**src/rtl/alu_issue_sequencer.sv**
```systemverilog
// Issue stage for the 16-bit ALU: instruction FIFO, register file and a serial
// IDLE/ISSUE/WB/FLAGS sequencer that drives the ALU and retires its results.
module alu_issue_sequencer #(
    parameter int FIFO_DEPTH = 4,
    parameter int REG_ADDR_W = 3
) (
    input  logic                  clk,
    input  logic                  reset,
    input  logic                  instr_valid,
    output logic                  instr_ready,
    input  logic [31:0]           instr_data,
    output logic [15:0]           alu_a,
    output logic [15:0]           alu_b,
    output logic [3:0]            alu_op,
    input  logic [15:0]           alu_q,
    input  logic                  alu_carry_borrow,
    input  logic                  alu_zero,
    input  logic                  alu_parity,
    output logic                  busy,
    output logic                  done,
    output logic [2:0]            flags,
    input  logic [REG_ADDR_W-1:0] dbg_addr,
    output logic [15:0]           dbg_data
);
    localparam int PTR_W    = $clog2(FIFO_DEPTH);
    localparam int CNT_W    = PTR_W + 1;
    localparam int NUM_REGS = 2 ** REG_ADDR_W;
    localparam logic [3:0] OP_NOP_LDI = 4'b1111;

    typedef enum logic [1:0] {IDLE, ISSUE, WB, FLAGS} state_t;

    state_t                state;
    logic [28:0]           fifo_mem [FIFO_DEPTH];
    logic [PTR_W-1:0]      wr_ptr;
    logic [PTR_W-1:0]      rd_ptr;
    logic [CNT_W-1:0]      count;
    logic                  push;
    logic                  pop;
    logic                  rsvd_unused;

    logic [28:0]           head;
    logic [3:0]            head_op;
    logic [REG_ADDR_W-1:0] head_rd;
    logic [REG_ADDR_W-1:0] head_rs1;
    logic [REG_ADDR_W-1:0] head_rs2;
    logic [15:0]           head_imm;

    logic [15:0]           regs [NUM_REGS];
    logic [REG_ADDR_W-1:0] rd_q;
    logic                  carry_q;

    // The reserved field is dropped before storage; only op, rd, rs1, rs2 and imm are queued.
    assign rsvd_unused = ^instr_data[18:16];

    assign instr_ready = count < CNT_W'(FIFO_DEPTH);
    assign push        = instr_valid && instr_ready;
    assign pop         = (state == IDLE) && (count != '0);
    assign busy        = (state != IDLE) || (count != '0);
    assign dbg_data    = regs[dbg_addr];

    assign head     = fifo_mem[rd_ptr];
    assign head_op  = head[28:25];
    assign head_rd  = head[24 -: REG_ADDR_W];
    assign head_rs1 = head[21 -: REG_ADDR_W];
    assign head_rs2 = head[18 -: REG_ADDR_W];
    assign head_imm = head[15:0];

    always_ff @(posedge clk) begin
        if (push) begin
            fifo_mem[wr_ptr] <= {instr_data[31:19], instr_data[15:0]};
        end
    end

    always_ff @(posedge clk or posedge reset) begin
        if (reset) begin
            wr_ptr <= '0;
            rd_ptr <= '0;
            count  <= '0;
        end else begin
            if (push) begin
                wr_ptr <= wr_ptr + 1'b1;
            end
            if (pop) begin
                rd_ptr <= rd_ptr + 1'b1;
            end
            case ({push, pop})
                2'b10:   count <= count + 1'b1;
                2'b01:   count <= count - 1'b1;
                default: count <= count;
            endcase
        end
    end

    // Operands are captured at pop and held through FLAGS so the ALU's
    // delayed zero/parity flags see the same inputs as its result.
    always_ff @(posedge clk or posedge reset) begin
        if (reset) begin
            state   <= IDLE;
            alu_a   <= '0;
            alu_b   <= '0;
            alu_op  <= OP_NOP_LDI;
            flags   <= '0;
            done    <= 1'b0;
            rd_q    <= '0;
            carry_q <= 1'b0;
            for (int i = 0; i < NUM_REGS; i++) begin
                regs[i] <= '0;
            end
        end else begin
            done <= 1'b0;
            case (state)
                IDLE: begin
                    if (pop) begin
                        if (head_op == OP_NOP_LDI) begin
                            regs[head_rd] <= head_imm;
                            done          <= 1'b1;
                        end else begin
                            alu_a  <= regs[head_rs1];
                            alu_b  <= regs[head_rs2];
                            alu_op <= head_op;
                            rd_q   <= head_rd;
                            state  <= ISSUE;
                        end
                    end
                end
                ISSUE: begin
                    state <= WB;
                end
                WB: begin
                    regs[rd_q] <= alu_q;
                    carry_q    <= alu_carry_borrow;
                    state      <= FLAGS;
                end
                FLAGS: begin
                    flags  <= {carry_q, alu_zero, alu_parity};
                    done   <= 1'b1;
                    alu_op <= OP_NOP_LDI;
                    state  <= IDLE;
                end
                default: begin
                    state <= IDLE;
                end
            endcase
        end
    end
endmodule

```
**config.mk**
```make
export PLATFORM = sky130hd
export DESIGN_NAME = alu_issue_sequencer
export DESIGN_NICKNAME = d
export VERILOG_FILES = /design/src/rtl/alu_issue_sequencer.sv
export SDC_FILE = /design/constraint.sdc
export NUM_CORES = 1
export LEC_CHECK = 0
export CORE_MARGIN = 5
export CORE_UTILIZATION = 45
export CTS_BUF_LIST = sky130_fd_sc_hd__clkbuf_4 sky130_fd_sc_hd__clkbuf_8
export DETAILED_ROUTE_END_ITERATION = 10
export GPL_ROUTABILITY_DRIVEN = 1
export REMOVE_ABC_BUFFERS = 1
export SYNTH_ARGS = -nofsm -noshare
export SYNTH_HDL_FRONTEND = slang
export SYNTH_SLANG_ARGS = --single-unit
```
**constraint.sdc**
```tcl
create_clock -name clk -period 17.3 [get_ports clk]
set_clock_uncertainty 0.2 [all_clocks]
set_input_delay 2.595 -clock clk [delete_from_list [all_inputs] [get_ports clk]]
set_output_delay 2.595 -clock clk [all_outputs]
set_load 0.02 [all_outputs]
```
==> flow_summary.toml, run 1 <==
[run_status]
status = "finished, final reports clean"

[cts]
cts_setup_buffers = 0
cts.clk_slew.worst_paths_ns = 0.05
clock_sinks = 297
postCtsHoldBufs = 0
clk_latency_ns = 0.60
clk_path_buf_depth = 3
cts_tree = "built"
cts-root-buf = "clkbuf_8"
cts-buffers-inserted = 52
ctsResizeCount = 0
h-tree-depth = 2

[route]
ant_nets = 0
drc = 0
drt-vias-per-instance = 6.443
wl_per_cell_um = 26.90
vias = 11530
wl_um = 48120
drt_iter0_markers = 1086
drt-pass1-iter-count = 5

[setup_path]
crit_slowest_cell = "clkdlybuf4s50_1"
crit_end = "dbg_data[15]"
cpMostUsedCell = "clkdlybuf4s50_1"
crit_type = "input pin to output pin"
cp.required_ns = 14.51
rrSetupSlack_ns = 13.02
critPathLaunchType = "input pin"
critical_path.cell_chain = "clkdlybuf4s50_1 -> buf_4 -> mux4_2 -> mux2_2 -> clkdlybuf4s50_1"
critPathCaptureType = "output pin"
critPathArrivalTime_ns = 4.87
r2r_end = "regs[58]"
crit_path_max_fanout = 32
crit_start = "dbg_addr[1]"
r2r_cells = 7
regToRegStartpoint = "rd_ptr[0]"
slowest_delay_ns = 0.55

[sta]
worst_slew_pin_slew_ns = 1.316
max_freq_ghz = 0.1305
slew_headroom_pct = 12.25
min_period_ns = 7.664
final.setup.worst_slack_ns = 9.636
rsz0062_at_grt = "no"
hold_viol_final = 0
finalCritPeriodShare_pct = 44.30
drv_slew = 0
setup_viol = 0
timing.hold.ws_ns = 0.2716
finalSetupTns_ns = 0

[power]
peakVddDrop_v = 0.00009397
p_per_area_nw_per_um2 = 195.5
totalPowerFinal_mw = 3.517
p_leak_nw = 6.937

[yosys]
yosys-top-cells-area = "dfrtp_1, edfxtp_1, mux4_2"
avgSynthCellArea_um2 = 12.77
ys_types = 53
async_reset_ff_share_pct = 60.94
yosysMostFrequentCell = "dfrtp_1"
syn_area_um2 = 15680
yosys-top-cells-count = "dfrtp_1, mux2i_1, nand2_1"
synth_top_area_share_pct = 28.25
synth_seq_cells = 297
yosysTopAreaCell = "dfrtp_1"
synthFlopType = "dfrtp_1"
synthCells = 1228
yosysWarningCount = 0
synth-edff-count = 116
yosysSeqAreaShare_pct = 51.13

[global_route]
grt_max_degree = 130
groute.usage.overall_pct = 24.60
grt_pass1_wl_um = 72840
globalRouteOverflowTotal = 0
antenna_found_initial = 1
grt_pass1_vias = 11870

[floorplan]
row_count = 68
pin_count = 115
die_width_um = 196.7
start_util_pct = 45.50
die-height_um = 196.7
die_area_um2 = 38680
core_area_um2 = 34460

[cells_and_area]
drive_gt1_share_pct = 18.59
nNetsFinal = 1364
synthToLayoutAreaGrowth_pct = 14.75
diodes = 0
fin_area_um2 = 17990

[job]
cap_violations = 0

[place]
dpl_worst_slack_ns = 9.664
port-buffer-count = 111
dpl-instance-area_um2 = 16990
dp_hpwl_um = 27160
gp_congestion = 0.8270

[hold_path]
min_path_type = "flip-flop to flip-flop"
hold_path_depth = 2
hold_start = "alu_b[8]"
## through the flow
| stage | util [%] | cells |
|---|---|---|
| 2_1_floorplan | - | 1108 |
| 5_1_grt | 52.22 | 1789 |
| 6_report | 52.22 | 1789 |
| 3_3_place_gp | 49.30 | 1699 |
| 3_5_place_dp | 49.30 | 1699 |
| 4_1_cts | 52.22 | 1789 |
## sequential cells by signal, summed over array words and instances (netlist names)
register / flops
alu_a: 16
alu_b: 16
alu_op: 4
carry_q: 1
count: 3
done: 1
fifo_mem: 116
flags: 3
rd_ptr: 2
rd_q: 3
regs: 128
state: 2
wr_ptr: 2
## kinds of logic (layout without fill, tap and decap cells)
| kind of cell | Yosys count | count (layout) | synth area share, % |
|---|---|---|---|
| AO/OA/AOI/OAI | 356 | 356 | 16.60 |
| flip-flops | 297 | 297 | 51.13 |
| multiplexers | 242 | 242 | 21.21 |
| AND/OR/NAND/NOR | 186 | 186 | 5.865 |
| buffers and inverters | 132 | 238 | 4.094 |
| adder cells (fa/ha/maj) | 9 | 9 | 0.7661 |
| XOR/XNOR | 6 | 6 | 0.3351 |
## layout by cell type, fill, tap and decap left out, drive strengths merged, types with 6 or more instances in the layout
cell type      netlist  layout
buf                 51      26
and2                 6       6
dfrtp              177     177
clkdlybuf4s50        0     110
nand2              120     120
mux2i              129     129
clkinv               0      12
nor2                11      11
mux2                52      52
o22ai              115     115
inv                 12      13
mux4                61      61
o2bb2ai             64      64
o21ai               68      68
nand2b               9       9
a32oi               80      80
ha                   8       8
nor3                 6       6
a22o                17      17
edfxtp             116     116
nor2b               22      22
clkbuf              69      76
## where the power goes
| part | leakage [nW] | internal, mW | switching (mW) |
|---|---|---|---|
| Sequential | 3.38 | 0.939 | 0.156 |
| Clock | 0.533 | 0.345 | 0.288 |
| Combinational | 3.02 | 0.676 | 1.11 |
## worst min path at each step
stage / endpoint / slack [ns]
floorplan: count[0] / 0.27
global placement: alu_a[8] / 0.26
detailed placement: alu_b[8] / 0.26
CTS: alu_b[8] / 0.28
global route: alu_b[8] / 0.30
finish: alu_b[8] / 0.27
## final cells by class
type                            count  area [um2]
Clock inverter                     14       65.06
Tap cell                          455       569.3
Timing Repair Buffer              136        1294
Clock buffer                       76       939.7
Inverter                           12       52.55
Sequential cell                   297        8019
Multi-Input combinational cell    799        7054
Fill cell                        3057       16460
## critical path, delay by kind of cell
kind	cells	cell delay, ns
buffers and inverters	3	1.51
multiplexers	2	0.74
## routing by layer
| layer | vias up | global-route usage, % | wire (um) |
|---|---|---|---|
| met1 | 5860 | 34.73 | 20910 |
| met3 | 107 | 6.017 | 3982 |
| met4 | 2 | 7.781 | 1489 |
| met5 | - | 0 | 13 |
| li1 | 5012 | - | - |
| met2 | 545 | 37.92 | 21730 |
(Power assumes the default switching activity.)
==> run 2: changes to the inputs <==
- clock period: 17.3 -> 7.4 ns (I/O delays scaled with it)
==> run 2 against run 1 <==
Design area increased by 0.76%. Via count is 1.3% higher. Register-to-register slack got worse by 9.7 ns. Clock power grew to 2.5 times the previous value. Global-route usage up 0.29 points.
==> flow_summary.toml, run 2 (synthesized netlist as in run 1, its figures left out) <==
[floorplan]
start_util_pct = 45.50
row_count = 68
die-height_um = 196.7
die_width_um = 196.7
core_area_um2 = 34460
pin_count = 115
die_area_um2 = 38680

[cells_and_area]
reg.largest.list = "regs x128, fifo_mem x116"
mostFrequentLayoutCell = "dfrtp_1"
fin_area_um2 = 18130
nNetsFinal = 1369
largest_register_ffs = 128
diodes = 0
fillers = 2976
drive_gt1_share_pct = 19.38
synthToLayoutAreaGrowth_pct = 15.62
layout_common_cells = "dfrtp_1, mux2i_1, nand2_1"
top_register = "regs"

[sta]
rsz0062_at_grt = "no"
max_freq_ghz = 0.2010
drv_slew = 0
setup_viol = 0
worst_slew_pin_slew_ns = 1.346
min_period_ns = 4.976
slew_headroom_pct = 9.860
finalSetupTns_ns = 0
finalCritPeriodShare_pct = 67.24
hold_viol_final = 0

[place]
dpl-instance-area_um2 = 17020
gp_congestion = 0.8486
port-buffer-count = 111
dp_hpwl_um = 28090

[setup_path]
crit_type = "input pin to output pin"
cp.required_ns = 6.09
critPathLaunchType = "input pin"
critPathCaptureType = "output pin"
critPathArrivalTime_ns = 3.67
crit_path_max_fanout = 17

[cts]
cts.clk_slew.worst_paths_ns = 0.05
clk_path_buf_depth = 3
cts-buffers-inserted = 53
cts-root-buf = "clkbuf_8"
postCtsHoldBufs = 0
h-tree-depth = 2
clk_latency_ns = 0.61
clock_sinks = 297
cts_setup_buffers = 0
cts_tree = "built"
ctsResizeCount = 0

[power]
switching_share_pct = 43.95
p_per_area_nw_per_um2 = 461.2
p_leak_nw = 7.018
peakVddDrop_v = 0.0002564
p_seq_share_pct = 31.1
intPower_mw = 4.686
power_frac_clock_pct = 19.0
totalPowerFinal_mw = 8.361
p_switching_mw = 3.675
comb_power_share_pct = 49.9

[route]
wl_per_cell_um = 27.07
wl_um = 48780
drt_iter0_markers = 1321
drc = 0
drt-vias-per-instance = 6.480
vias = 11680
drt-pass1-iter-count = 5
ant_nets = 0

[global_route]
grt_max_degree = 110
groute.usage.overall_pct = 24.89
antenna_found_initial = 1
grt_pass1_vias = 11850
globalRouteOverflowTotal = 0
grt_pass1_wl_um = 73950

[hold_path]
min_path_type = "flip-flop to flip-flop"

[job]
cap_violations = 0

[run_status]
status = "finished, final reports clean"
[run 2: changes by cell type in the layout (fill, tap and decap cells not counted)]
cell	delta
and2_2	-1
inv_6	-1
and2_1	+1
buf_4	+4
clkbuf_8	+4
clkinv_2	+4
bufinv_16	+1
clkbuf_4	+2
clkinv_1	-1
[run 2: worst paths after layout]
check / startpoint / endpoint / slack [ns] / cells past startpoint
max reg2reg: rd_ptr[0] / regs[95] / 3.32 / 6
min reg2reg: alu_a[7] / alu_a[7] / 0.27 / 2
max: dbg_addr[0] / dbg_data[0] / 2.42 / 5
min: alu_a[7] / alu_a[7] / 0.27 / 2
min in group asynchronous: reset / alu_b[1] / 0.82 / 2
max in group asynchronous: reset / regs[68] / 4.53 / 3
[run 2: worst max-delay path, stage by stage]
cell and delay [ns]:
buf_2 0.59, buf_4 0.51, mux4_2 0.56, mux2_2 0.32, clkdlybuf4s50_1 0.55
[run 2: routing by layer]
metal / vias to the layer above / routed length (um) / part of all wire (%) / global-route usage [%]
li1: 5039 / - / - / -
met1: 5959 / 21280 / 44 / 35.63
met2: 563 / 22120 / 45 / 38.74
met3: 114 / 3773 / 7.7 / 4.838
met4: 2 / 1584 / 3.2 / 7.884
met5: - / 13 / 0.027 / 0
[run 2: layout make-up]
| class | instances | area (um2) | area share [%] |
|---|---|---|---|
| clock inverters | 17 | 102.6 | 0.5659 |
| multi-input cells | 799 | 7053 | 38.90 |
| inverters | 12 | 52.55 | 0.2899 |
| clock buffers | 82 | 1010 | 5.569 |
| repair buffers | 140 | 1324 | 7.302 |
| flip-flops and latches | 297 | 8019 | 44.23 |
| well taps | 455 | 569.3 | 3.140 |
[run 2: metrics by stage]
stage / cells / setup WS (ns) / util [%] / hold WS (ns)
2_1_floorplan: 1108 / 1.181 / - / 0.2686
3_3_place_gp: 1703 / 2.424 / 49.39 / 0.2584
3_5_place_dp: 1703 / 2.419 / 49.39 / 0.2634
4_1_cts: 1802 / 2.395 / 52.61 / 0.2778
5_1_grt: 1802 / 2.309 / 52.61 / 0.2911
6_report: 1802 / 2.424 / 52.61 / 0.2717
[run 2: power by group through the flow]
stage               Sequential (mW)  Clock (mW)  Combinational [mW]
detailed placement             2.62           0                4.10
global route                   2.67        1.70                4.41
floorplan                      2.62           0                2.57
finish                         2.60        1.59                4.17
global placement               2.60           0                4.05
CTS                            2.59        1.61                4.12
==> run 3: changes to the inputs <==
- clock period: 7.4 -> 5.01 ns (I/O delays scaled with it)
==> run 3 against run 2 <==
Cell count is 0.11% lower. Clock-buffer cell count shrank 14. Via count about the same. Largest cell class unchanged. Hold slack worse by 0.0010 ns. Highest routed layer unchanged. Critical path depth did not move. Combinational power rose by 48%. Critical endpoint is now dbg_data[15]. Critical path type unchanged. Die area is the same. Core utilization rose by 0.18 points. Clock power is 50% higher. Register-to-register slack got worse by 2.1 ns.
==> flow_summary.toml, run 3 (synthesized netlist as in run 1, its figures left out) <==
[run_status]
status = "finished, final reports clean"

[power]
p_seq_share_pct = 30.9
peakVddDrop_v = 0.0003401
switching_share_pct = 43.61
comb_power_share_pct = 49.9
p_switching_mw = 5.416
p_leak_nw = 7.041
power_frac_clock_pct = 19.3
intPower_mw = 7.003
p_per_area_nw_per_um2 = 682.7

[global_route]
antenna_found_initial = 1
grt_pass1_wl_um = 73710
globalRouteOverflowTotal = 0
groute.usage.overall_pct = 24.79
grt_max_degree = 102
grt_pass1_vias = 12020

[cells_and_area]
instances_no_fill = 1800
nNetsFinal = 1372
fin_util_pct = 52.79
drive_gt1_share_pct = 19.11
mostFrequentLayoutCell = "dfrtp_1"
diodes = 0
synthToLayoutAreaGrowth_pct = 16.02
top_register = "regs"
largest_register_ffs = 128
layout_common_cells = "dfrtp_1, mux2i_1, nand2_1"
reg.largest.list = "regs x128, fifo_mem x116"

[sta]
finalCritPeriodShare_pct = 79.81
rsz0062_at_grt = "no"
finalSetupTns_ns = 0
worst_slew_pin_slew_ns = 1.215
drv_slew = 0
min_period_ns = 3.999
hold_viol_final = 0
setup_viol = 0
final.setup.worst_slack_ns = 1.011
max_freq_ghz = 0.2501
slew_headroom_pct = 18.88
timing.hold.ws_ns = 0.2707

[cts]
ctsResizeCount = 0
clk_latency_ns = 0.61
clock_sinks = 297
postCtsHoldBufs = 0
cts-buffers-inserted = 51
cts_tree = "built"
h-tree-depth = 2
cts_setup_buffers = 0
cts-root-buf = "clkbuf_8"
cts.clk_slew.worst_paths_ns = 0.06
clk_path_buf_depth = 3

[floorplan]
die-height_um = 196.7
die_area_um2 = 38680
core_area_um2 = 34460
row_count = 68
pin_count = 115
start_util_pct = 45.50
die_width_um = 196.7

[setup_path]
crit_path_max_fanout = 32
critical_path.cell_chain = "clkdlybuf4s50_1 -> buf_4 -> mux4_2 -> mux2_2 -> clkdlybuf4s50_1"
critPathCaptureType = "output pin"
slowest_delay_ns = 0.56
crit_slowest_cell = "clkdlybuf4s50_1"
cp.required_ns = 4.06
critPathLaunchType = "input pin"
cpMostUsedCell = "clkdlybuf4s50_1"
critPathArrivalTime_ns = 3.05
crit_type = "input pin to output pin"

[place]
gp_congestion = 0.8332
dpl_worst_slack_ns = 1.070
port-buffer-count = 111
dp_cells = 1708
dp_hpwl_um = 28560

[route]
drt-vias-per-instance = 6.492
ant_nets = 0
wl_um = 48350
drt_iter0_markers = 954
vias = 11690
drc = 0
wl_per_cell_um = 26.86
drt-pass1-iter-count = 5

[job]
cap_violations = 0

[hold_path]
min_path_type = "flip-flop to flip-flop"
==> run 3: cell count changes in the layout (fill, tap and decap cells not counted), sizes merged <==
cell	previous run	this run
clkinv	15	18
clkbuf	82	68
buf	30	35
inv	12	13
clkinvlp	1	0
bufinv	1	5
==> run 3: layout make-up <==
class / instances / area (um2)
Sequential cell: 297 / 8019
Clock buffer: 68 / 848.3
Tap cell: 455 / 569.3
Fill cell: 2996 / 16270
Multi-Input combinational cell: 799 / 7053
Timing Repair Buffer: 145 / 1399
Inverter: 12 / 52.55
Clock inverter: 24 / 250.2
==> run 3: path summary, 6_finish.rpt <==
path | startpoint | to | slack (ns) | depth (start not counted)
hold reg to reg | alu_b[14] | alu_b[14] | 0.27 | 2
max in group asynchronous | reset | alu_a[13] | 3.15 | 3
setup / recovery | dbg_addr[1] | dbg_data[15] | 1.01 | 5
hold / removal | alu_b[14] | alu_b[14] | 0.27 | 2
setup reg to reg | rd_ptr[0] | regs[125] | 1.27 | 6
min in group asynchronous | reset | alu_b[6] | 0.48 | 2
==> run 3: power groups by stage <==
stage                     sequential (mW)  combinational (mW)  clock, mW
after detailed placement             3.86                6.11          0
after global placement               3.83                6.03          0
after global routing                 3.93                6.59       2.55
after CTS                            3.82                6.13       2.45
final                                3.83                6.19       2.39
after floorplan                      3.87                3.79          0
==> run 3: layer usage <==
layer,vias to the layer above,share of wire (%),GRT usage [%]
met5,-,0.027,0
met4,2,3.6,9.553
met3,126,8.6,6.120
met2,578,46,38.41
met1,5952,42,34.04
li1,5028,-,-
==> run 3: stage by stage <==
| step | instance area [um2] | power [mW] |
|---|---|---|
| floorplan | 15080 | 7.659 |
| global placement | 17090 | 9.860 |
| detailed placement | 17090 | 9.969 |
| CTS | 18190 | 12.40 |
| global route | 18190 | 13.08 |
| finish | 18190 | 12.42 |
==> run 3: worst max-delay path: cells and delay by family <==
family / cells / cell delay (ns)
buf+inv: 3 / 1.54
mux: 2 / 0.74
